===== config.mk =====
export PLATFORM = sky130hd
export DESIGN_NAME = segment_led
export DESIGN_NICKNAME = d
export VERILOG_FILES = /design/src/rtl/segment_led_pkg.sv /design/src/rtl/seg7_glyph.sv /design/src/rtl/segment_led.sv
export SDC_FILE = /design/constraint.sdc
export NUM_CORES = 1
export LEC_CHECK = 0
export ABC_CLOCK_PERIOD_IN_PS = 2420
export CAP_MARGIN = 20
export CORE_AREA = 2 2 39 41
export DETAILED_ROUTE_END_ITERATION = 12
export DIE_AREA = 0 0 41 43
export DONT_BUFFER_PORTS = 1
export SYNTH_ARGS = -nofsm -noshare
export SYNTH_HDL_FRONTEND = slang
export SYNTH_SLANG_ARGS = --single-unit

===== constraint.sdc =====
create_clock -name clk -period 2.42 [get_ports clk]
set_clock_uncertainty 0.1 [all_clocks]
set_input_delay 0.242 -clock clk [delete_from_list [all_inputs] [get_ports clk]]
set_output_delay 0.242 -clock clk [all_outputs]
set_load 0.03 [all_outputs]

===== src/rtl/segment_led_pkg.sv =====
// Glyph table, segment bit positions and fixed patterns for the two-digit display driver.
package segment_led_pkg;

    localparam int SEG_A = 0;
    localparam int SEG_B = 1;
    localparam int SEG_C = 2;
    localparam int SEG_D = 3;
    localparam int SEG_E = 4;
    localparam int SEG_F = 5;
    localparam int SEG_G = 6;
    localparam int SEG_P = 7;
    localparam int SEG_S = 8;

    localparam logic [6:0] GLYPH_0 = 7'h3F;
    localparam logic [6:0] GLYPH_1 = 7'h06;
    localparam logic [6:0] GLYPH_2 = 7'h5B;
    localparam logic [6:0] GLYPH_3 = 7'h4F;
    localparam logic [6:0] GLYPH_4 = 7'h66;
    localparam logic [6:0] GLYPH_5 = 7'h6D;
    localparam logic [6:0] GLYPH_6 = 7'h7D;
    localparam logic [6:0] GLYPH_7 = 7'h07;
    localparam logic [6:0] GLYPH_8 = 7'h7F;
    localparam logic [6:0] GLYPH_9 = 7'h6F;

    // Logical polarity: digit disabled with all segments dark / digit enabled but blank.
    localparam logic [8:0] PAT_DISABLED = 9'h100;
    localparam logic [8:0] PAT_BLANK    = 9'h000;

    localparam logic [7:0] INVERT_MASK = 8'hFF;

endpackage


===== src/rtl/seg7_glyph.sv =====
// Combinational decimal digit to seven-segment glyph lookup; 0 cycles latency, no backpressure.
module seg7_glyph
    import segment_led_pkg::*;
(
    input  logic [3:0] digit,
    output logic [6:0] glyph
);

    always_comb begin
        glyph = 7'h00;
        case (digit)
            4'd0:    glyph = GLYPH_0;
            4'd1:    glyph = GLYPH_1;
            4'd2:    glyph = GLYPH_2;
            4'd3:    glyph = GLYPH_3;
            4'd4:    glyph = GLYPH_4;
            4'd5:    glyph = GLYPH_5;
            4'd6:    glyph = GLYPH_6;
            4'd7:    glyph = GLYPH_7;
            4'd8:    glyph = GLYPH_8;
            4'd9:    glyph = GLYPH_9;
            default: glyph = 7'h00;
        endcase
    end

endmodule


===== src/rtl/segment_led.sv =====
// Two-digit seven-segment driver for a 0-15 count; outputs registered, 1 cycle latency.
// No handshake: heart_cnt is sampled every cycle.
module segment_led
    import segment_led_pkg::*;
#(
    parameter bit ACTIVE_LOW         = 1'b0,
    parameter bit BLANK_LEADING_ZERO = 1'b0
)(
    input  logic       clk,
    input  logic       rst,
    input  logic [3:0] heart_cnt,
    output logic [8:0] Segment_led_1,
    output logic [8:0] Segment_led_2
);

    localparam logic [7:0] POL_MASK = ACTIVE_LOW ? INVERT_MASK : 8'h00;

    logic       tens;
    logic [3:0] units;
    logic [6:0] tens_glyph;
    logic [6:0] units_glyph;
    logic [8:0] tens_pat;
    logic [8:0] units_pat;
    logic [8:0] tens_out;
    logic [8:0] units_out;
    logic [8:0] reset_out;

    // Range is only 0-15, so a single compare-and-subtract replaces a divide.
    assign tens  = (heart_cnt >= 4'd10);
    assign units = tens ? (heart_cnt - 4'd10) : heart_cnt;

    seg7_glyph u_tens_glyph (
        .digit ({3'b000, tens}),
        .glyph (tens_glyph)
    );

    seg7_glyph u_units_glyph (
        .digit (units),
        .glyph (units_glyph)
    );

    always_comb begin
        tens_pat  = {1'b0, 1'b0, tens_glyph};
        units_pat = {1'b0, 1'b0, units_glyph};
        if (BLANK_LEADING_ZERO && !tens) begin
            tens_pat = PAT_BLANK;
        end
    end

    // Polarity applies to P and segments only; the digit select keeps its sense.
    assign tens_out  = {tens_pat[SEG_S],     tens_pat[SEG_P:SEG_A]     ^ POL_MASK};
    assign units_out = {units_pat[SEG_S],    units_pat[SEG_P:SEG_A]    ^ POL_MASK};
    assign reset_out = {PAT_DISABLED[SEG_S], PAT_DISABLED[SEG_P:SEG_A] ^ POL_MASK};

    always_ff @(posedge clk) begin
        if (rst) begin
            Segment_led_1 <= reset_out;
            Segment_led_2 <= reset_out;
        end else begin
            Segment_led_1 <= tens_out;
            Segment_led_2 <= units_out;
        end
    end

endmodule


==> flow_summary.ini, run 1 <==
[placed_design]
dpl.hpwl_um = 648
placedInstanceArea_um2 = 513
port_buffers = 0
preCtsSetupSlack_ps = 933
gp_congestion = 0.707

[clock_network]
h-tree-depth = 1
cts_tree = yes
cts_buffers = 3
clkSinkCount = 10
clkSlewWorstSetupHoldPaths_ps = 60
post_cts_resized = 0
cts_buffer_depth = 2
cts-root-buf = clkbuf_4

[timing]
rsz0062_at_grt = no
setup_viol = 0
tns_ps = 0
min_period_ps = 1270
hold_viol_final = 0
worst_slack_ps = 1150
maxSlewViolCount = 0
worst_pin_slew_ps = 562
fmax_ghz = 0.788
slew_headroom = 0.625
period_share = 0.525

[yosys]
synth_top_area_frac = 0.361
yosys_warnings = 0
synth.area.top_cells = dfxtp_1 (36%), buf_4 (11%), ha_1 (9.0%)
yosys.area_share.simple = 0.135
synth_compound_area_frac = 0.199
synth_top_family_by_area = compound AO/OA/AOI/OAI gates
seq_area_frac_synth = 0.361
synthDistinctLibCells = 25
synthesis.instances = 63
yosysTopAreaCell = dfxtp_1
synth-seq-cells = 10
synth_area_um2 = 554
synthMuxAreaShare = 0.0203
synthXorXnorAreaFrac = 0.0158
synth_area_per_cell_um2 = 8.80
synthAdderAreaFrac = 0.0903

[floorplan]
die_y_um = 43
core_um2 = 1380
boundaryPins = 24
initial_core_util = 0.401
num_rows = 14
dieWidth_um = 41
dieArea_um2 = 1760

[worst_setup_path]
cp.required_ps = 2080
crit_fanout = 2
crit_path_start_kind = flop
end_kind = output pin
critPathArrivalTime_ps = 930
critPathKind = flop to output pin

[routing]
postRouteAntennaNets = 0
drt-total-wl_um = 976
vias = 391
dr.pass1.iters = 4
vias_per_cell = 4.95
drc_errors = 0
drt-initial-drc-count = 9
post_drt_wl_per_cell_um = 12.4

[job]
drv_cap = 0

[power_and_ir_drop]
power_frac_comb = 0.181
p_seq_frac = 0.544
totalPowerFinal_uw = 391
clkPwrFrac = 0.275
leakage_uw = 0.000262
vdd_drop_max_mv = 0.171
p_switching_uw = 127
power.density_nw_per_um2 = 679
switching_share = 0.325
p_int_uw = 264

[final_layout]
finalInstanceArea_um2 = 576
final_util = 0.416
nets = 75
area_delta_synth_final_pct = 3.84
fill_cells = 150
insertedDiodeCount = 0
drive_above_1_share = 0.127

[grt]
grt-ovfl-total = 0
gr-usage-met1 = 0.158
grt_pass1_wl_um = 1390
grt_pass1_vias = 349
track_usage = 0.119
antenna_found_initial = 0
met3_usage = 0.0314
gr-usage-met2 = 0.150
grt_busiest_layer = met1
grt_max_degree = 12

[outcome]
status = finished, final reports clean

[hold_path]
min_path_type = input port to flop
-- state kept, by name (all words and copies together) (netlist names) --
signal	flops
Segment_led_1	2
Segment_led_2	8
-- cell type report --
type / instances / area, µm² / share of cell area
timing repair buffer: 5 / 47.5 / 0.0826
multi-input combinational: 40 / 267 / 0.463
tap: 16 / 20.0 / 0.0348
inverter: 5 / 18.8 / 0.0326
clock buffer: 3 / 22.5 / 0.0391
sequential: 10 / 200 / 0.348
-- per-layer routing --
| layer | routed length [µm] | vias to the layer above |
|---|---|---|
| met2 | 411 | 15 |
| li1 | - | 205 |
| met5 | 0 | - |
| met4 | 14 | 0 |
| met3 | 73 | 2 |
| met1 | 477 | 169 |
-- timing repair --
item                      CTS  global route
hold buffers                4             0
hold endpoints to repair    6             0
buffers inserted            0             0
-- worst paths after layout --
check	from	to	slack, ps	cells after the start
max	Segment_led_1[2]	Segment_led_1[2]	1150	0
min	rst	Segment_led_2[1]	70	2
-- power by group through the flow --
stage	sequential, µW	clock [µW]	combinational [µW]
floorplan	215	0	72.2
global placement	217	0	63.9
detailed placement	217	0	63.9
CTS	213	114	70.4
global route	215	120	77.7
finish	212	107	70.8
-- Yosys cell counts --
master    number
buf_6          1
nand2_1        4
a21oi_1        5
nand2b_1       1
inv_1          5
a41o_4         1
nor3_1         1
mux2_2         1
a21oi_2        1
o21ai_0        2
a311oi_1       1
conb_1         1
dfxtp_1       10
xnor2_1        1
a31o_1         1
or2_4          1
nand3_1        2
buf_2          1
a211oi_1       1
and2b_1        1
buf_4          8
o22ai_1        2
ha_1           4
a21o_1         1
nor2_1         6
-- through the flow --
| step | hold WS [ps] | instances |
|---|---|---|
| floorplan | 170 | 65 |
| global placement | 170 | 72 |
| detailed placement | 170 | 72 |
| CTS | 61.5 | 79 |
| global route | 67.1 | 79 |
| finish | 72.4 | 79 |
-- cell families after synthesis --
family	Yosys count
compound gates	15
buf+inv	15
mux	1
fa+ha+maj	4
simple gates	16
other cells	1
flops	10
xor+xnor	1
-- cells in the final DEF, fill, tap and decap left out, drive strengths merged, types with 2 or more instances in the layout --
cell type    Yosys  layout
dfxtp           10      10
dlygate4sd3      0       4
o21ai            2       2
ha               4       4
a21oi            6       6
nand2            4       4
nor2             6       6
nand3            2       2
inv              5       5
clkbuf           0       3
o22ai            2       2
conb             1       3
Power figures use the tool's default switching activity.
==> run 2: changes to the inputs <==
ABC_AREA = 1   (was unset)
ABC_CLOCK_PERIOD_IN_PS = 1260   (was 2420)
clock period = 1.26 ns   (was 2.42 ns; I/O delays follow)
==> run 2 against run 1 <==
Effect of this change: highest routed layer unchanged; wire length down 17%; first-iteration DRC count did not move; design area grew 3.3%; sequential cell count unchanged; worst hold slack worse by 44 ps; critical path depth up 7; clock power increased to 2.6 times the previous value.
==> flow_summary.ini, run 2 <==
[final_layout]
register_area_um2 = 200
drive_above_1_share = 0.147
final_cell_mix = nand2_1 (14), dfxtp_1 (10), inv_1 (10)
final_common_cell = nand2_1
multi_input_area_um2 = 228
reg.largest.list = Segment_led_2 (8), Segment_led_1 (2)
largest-register = Segment_led_2
fill_cells = 140
largest_reg_flops = 8
finalNonFillerCells = 91
insertedDiodeCount = 0
nets = 86
area_delta_synth_final_pct = 14.7

[hold_path]
hold_end = Segment_led_2[3]
min_delay_path_depth = 3
hp-start = heart_cnt[0]
min_path_type = input port to flop

[routing]
vias = 395
drc_errors = 0
drt-total-wl_um = 810
post_drt_wl_per_cell_um = 8.90
dr.pass1.iters = 3
vias_per_cell = 4.34
postRouteAntennaNets = 0
drt-initial-drc-count = 9

[grt]
grt_pass1_vias = 362
grt-ovfl-total = 0
grt_max_degree = 9
grt_pass1_wl_um = 1320
antenna_found_initial = 0
track_usage = 0.115

[timing]
hold_viol_final = 0
period_share = 0.875
setup_viol = 0
timing.hold.ws_ps = 28.6
maxSlewViolCount = 0
tns_ps = 0
rsz0062_at_grt = no
min_period_ps = 1100
fmax_ghz = 0.907

[floorplan]
dieWidth_um = 41
boundaryPins = 24
num_rows = 14
initial_core_util = 0.374
die_y_um = 43
core_um2 = 1380
dieArea_um2 = 1760

[power_and_ir_drop]
vdd_drop_max_mv = 0.770
leakage_uw = 0.000323
power.density_nw_per_um2 = 1410

[yosys]
synth-edff-count = 0
synth_top_flop_cell = dfxtp_1
yosysTopAreaCell = dfxtp_1
synth_area_um2 = 518
synth.area.top_cells = dfxtp_1 (39%), buf_4 (12%), nand2_1 (10%)
netlist_top_cells_count = nand2_1 (14), dfxtp_1 (10), inv_1 (10)
async_flop_share = 0
synthesis.instances = 70
seq_area_frac_synth = 0.386
synth_top_area_frac = 0.386
synth-seq-cells = 10
yosys_warnings = 0
synth_most_common_cell = nand2_1
synthDistinctLibCells = 13
synth_area_per_cell_um2 = 7.40

[clock_network]
cts_tree = yes
clkSinkCount = 10
cts-root-buf = clkbuf_4
cts_buffers = 3
clkSlewWorstSetupHoldPaths_ps = 60
postCtsSetupRepairBufs = 0
h-tree-depth = 1
cts_buffer_depth = 2

[placed_design]
dpl.hpwl_um = 637
dpl.cell_count = 84
gp_congestion = 0.788
port_buffers = 0

[worst_setup_path]
end_kind = flop
critPathKind = input port to flop
cp.required_ps = 1370
path_delay_family = buffers and inverters
crit_path_start_kind = input port
max_stage_delay_ps = 520
critPathArrivalTime_ps = 1210
critPathSlowestCell = dlygate4sd3_1
crit_chain = dlygate4sd3_1, inv_1, nor2_1, nand3_1, nand3_1, nand2_1, inv_1
path_buf_inv = 3
crit_fanout = 5

[outcome]
status = finished, final reports clean

[job]
drv_cap = 0
==> run 2: changes by cell type after synthesis, moves of 2 or more <==
| cell | before | now |
|---|---|---|
| inv_1 | 5 | 10 |
| nand2_1 | 4 | 14 |
| nand2_2 | 0 | 2 |
| nand3_1 | 2 | 5 |
| o22ai_1 | 2 | 0 |
==> run 2: area by class of cell <==
type                       count  share of cell area
multi-input combinational     44               0.383
sequential                    10               0.337
timing repair buffer           7               0.122
inverter                      10              0.0632
clock buffer                   4              0.0611
tap                           16              0.0337
==> run 2: cells by family after synthesis <==
group	after synthesis	synth area share
buffers and inverters	18	0.188
flip-flops	10	0.386
other	1	0.00724
adder cells (fa/ha/maj)	4	0.0966
AO/OA/AOI/OAI	8	0.0845
AND/OR/NAND/NOR	29	0.237
==> run 2: how the worst max path moves through the flow <==
stage	from	end	cells after the start
2_1_floorplan	heart_cnt[2]	Segment_led_2[5]	8
4_1_cts	heart_cnt[3]	Segment_led_2[6]	7
6_report	heart_cnt[3]	Segment_led_2[6]	7
5_1_grt	heart_cnt[3]	Segment_led_2[6]	7
3_3_place_gp	heart_cnt[2]	Segment_led_2[6]	8
3_5_place_dp	heart_cnt[2]	Segment_led_2[6]	8
==> run 2: routing by layer <==
metal / global-route usage / part of all wire / wire (µm) / vias up
met1: 0.110 / 0.41 / 330 / 161
met4: 0.0867 / 0.012 / 10 / 0
met5: 0 / 0 / 0 / -
li1: - / - / - / 213
met3: 0.0628 / 0.094 / 76 / 2
met2: 0.172 / 0.49 / 393 / 19
==> run 2: report_power, final <==
part	internal (µW)	switching, µW	leakage, µW	total (µW)
logic	56.2	109	0.000218	166
clock network	175	101	0.0000210	277
registers	345	53.4	0.0000836	398
==> run 2: what timing repair did <==
item | CTS | global route
hold buffers | 3 | 0
resized for setup | 0 | 0
hold endpoints to repair | 10 | 0
endpoints found under the setup margin | 0 | 0
==> run 2: stage by stage <==
step | util | power [µW] | worst slack [ps] | cell area (µm²)
floorplan | - | 546 | 17.5 | 526
global placement | 0.382 | 560 | 63.4 | 528
detailed placement | 0.382 | 562 | 27.9 | 528
CTS | 0.429 | 853 | 160 | 594
global route | 0.429 | 891 | 80.8 | 594
finish | 0.429 | 840 | 157 | 594
==> run 3: changes to the inputs <==
BUFFER_PORTS_ARGS = -buffer_cell sky130_fd_sc_hd__buf_2   (was unset)
DONT_BUFFER_PORTS = unset   (was 1)
PLACE_DENSITY = 0.69   (was unset)
==> run 3 against run 2 <==
Effect of this change: design area is 14% higher; total power is 5.5% higher; die area stayed put; fmax is 4.3% higher; critical path depth is 2 higher; sequential share of layout area is 4.1 points lower; via count is 23% higher; count of clock-buffer cells in the layout stayed put; critical endpoint is now Segment_led_2[5]; largest cell class unchanged.
==> flow_summary.ini, run 3 (synthesis results as in run 2) <==
[worst_setup_path]
critPathKind = input port to flop
crit_path_start_kind = input port
critPathLaunch = heart_cnt[1]
cp.required_ps = 1380
critPathArrivalTime_ps = 1170
critPathSlowestCell = ha_1
max_stage_delay_ps = 280
end_kind = flop
crit_fanout = 7
crit_path_end = Segment_led_2[5]
crit_chain = buf_2, inv_1, ha_1, nand2_1, nand2_2, or2_1, nand3_1, nand2_1, inv_1

[timing]
tns_ps = 0
rsz0062_at_grt = no
hold_viol_final = 0
maxSlewViolCount = 0
fmax_ghz = 0.946
min_period_ps = 1060
setup_viol = 0
period_share = 0.839

[grt]
grt_pass1_vias = 398
grt_pass1_wl_um = 1430
track_usage = 0.127
grt-ovfl-total = 0
grt_max_degree = 8
antenna_found_initial = 0

[clock_network]
cts-root-buf = clkbuf_4
post_cts_resized = 0
clkSinkCount = 10
h-tree-depth = 1
cts_buffers = 3
clkSlewWorstSetupHoldPaths_ps = 60
cts_tree = yes
cts_buffer_depth = 2

[final_layout]
largest_reg_flops = 8
final_cell_mix = buf_2 (20), nand2_1 (14), dfxtp_1 (10), inv_1 (10), nor2_1 (7)
final_util = 0.489
area_delta_synth_final_pct = 30.7
final_common_cell = buf_2
largest-register = Segment_led_2
reg.largest.list = Segment_led_2 (8), Segment_led_1 (2)
nets = 106
insertedDiodeCount = 0
finalInstanceArea_um2 = 677
drive_above_1_share = 0.347
finalNonFillerCells = 111

[floorplan]
num_rows = 14
core_um2 = 1380
dieWidth_um = 41
dieArea_um2 = 1760
initial_core_util = 0.374
boundaryPins = 24
die_y_um = 43

[routing]
vias = 487
drt-initial-drc-count = 2
dr.pass1.iters = 4
vias_per_cell = 4.39
drt-total-wl_um = 976
drc_errors = 0
postRouteAntennaNets = 0
post_drt_wl_per_cell_um = 8.79

[outcome]
status = finished, final reports clean

[placed_design]
dpl.hpwl_um = 793
port_buffers = 20
placedInstanceArea_um2 = 631
dpl.cell_count = 106
gp_congestion = 0.790

[power_and_ir_drop]
vdd_drop_max_mv = 0.379
leakage_uw = 0.000405
power.density_nw_per_um2 = 1310
totalPowerFinal_uw = 886

[job]
drv_cap = 0

[hold_path]
min_path_type = input port to flop
## run 3: cell types whose count changed in the layout (fill, tap and decap cells not counted), sizes merged
cell	previous run	this run
buf	4	26
dlygate4sd3	3	1
## run 3: repair_timing
item,in CTS,in global routing
buffers inserted,0,0
hold buffers,1,0
hold endpoints to repair,2,0
## run 3: routing by layer
metal | vias up | part of all wire | track usage
met2 | 23 | 0.49 | 0.213
li1 | 256 | - | -
met4 | 0 | 0.045 | 0.140
met5 | - | 0 | 0
met1 | 204 | 0.39 | 0.110
met3 | 4 | 0.070 | 0.0157
## run 3: stage by stage
step           hold WS (ps)  setup WS [ps]
6_report               86.3            203
5_1_grt                 113            104
4_1_cts                86.1            197
3_5_place_dp            215          -71.2
3_3_place_gp            214          -42.4
2_1_floorplan          53.7           17.5
## run 3: cell type report
type,instances,area (µm²)
clock buffers,4,36.3
well taps,16,20.0
multi-input cells,44,228
inverters,10,37.5
flip-flops and latches,10,200
repair buffers,27,155
fillers,144,707
## run 3: critical path: cells and delay by family
| kind | cells | cell delay, ps |
|---|---|---|
| adder cells (fa/ha/maj) | 1 | 280 |
| AND/OR/NAND/NOR | 5 | 560 |
| buffers and inverters | 3 | 210 |
## run 3: worst min-delay path by stage
stage,startpoint,endpoint,cells after the start
after floorplan,rst,Segment_led_2[8],0
after global placement,rst,Segment_led_2[8],1
after detailed placement,rst,Segment_led_2[8],1
after CTS,heart_cnt[2],Segment_led_1[4],4
after global routing,heart_cnt[2],Segment_led_1[4],4
final,heart_cnt[2],Segment_led_1[4],4
## run 3: power by group
| group | switching [µW] | leakage, µW | internal [µW] |
|---|---|---|---|
| clock network | 105 | 0.0000210 | 175 |
| logic | 172 | 0.000301 | 82.9 |
| registers | 6.93 | 0.0000836 | 344 |
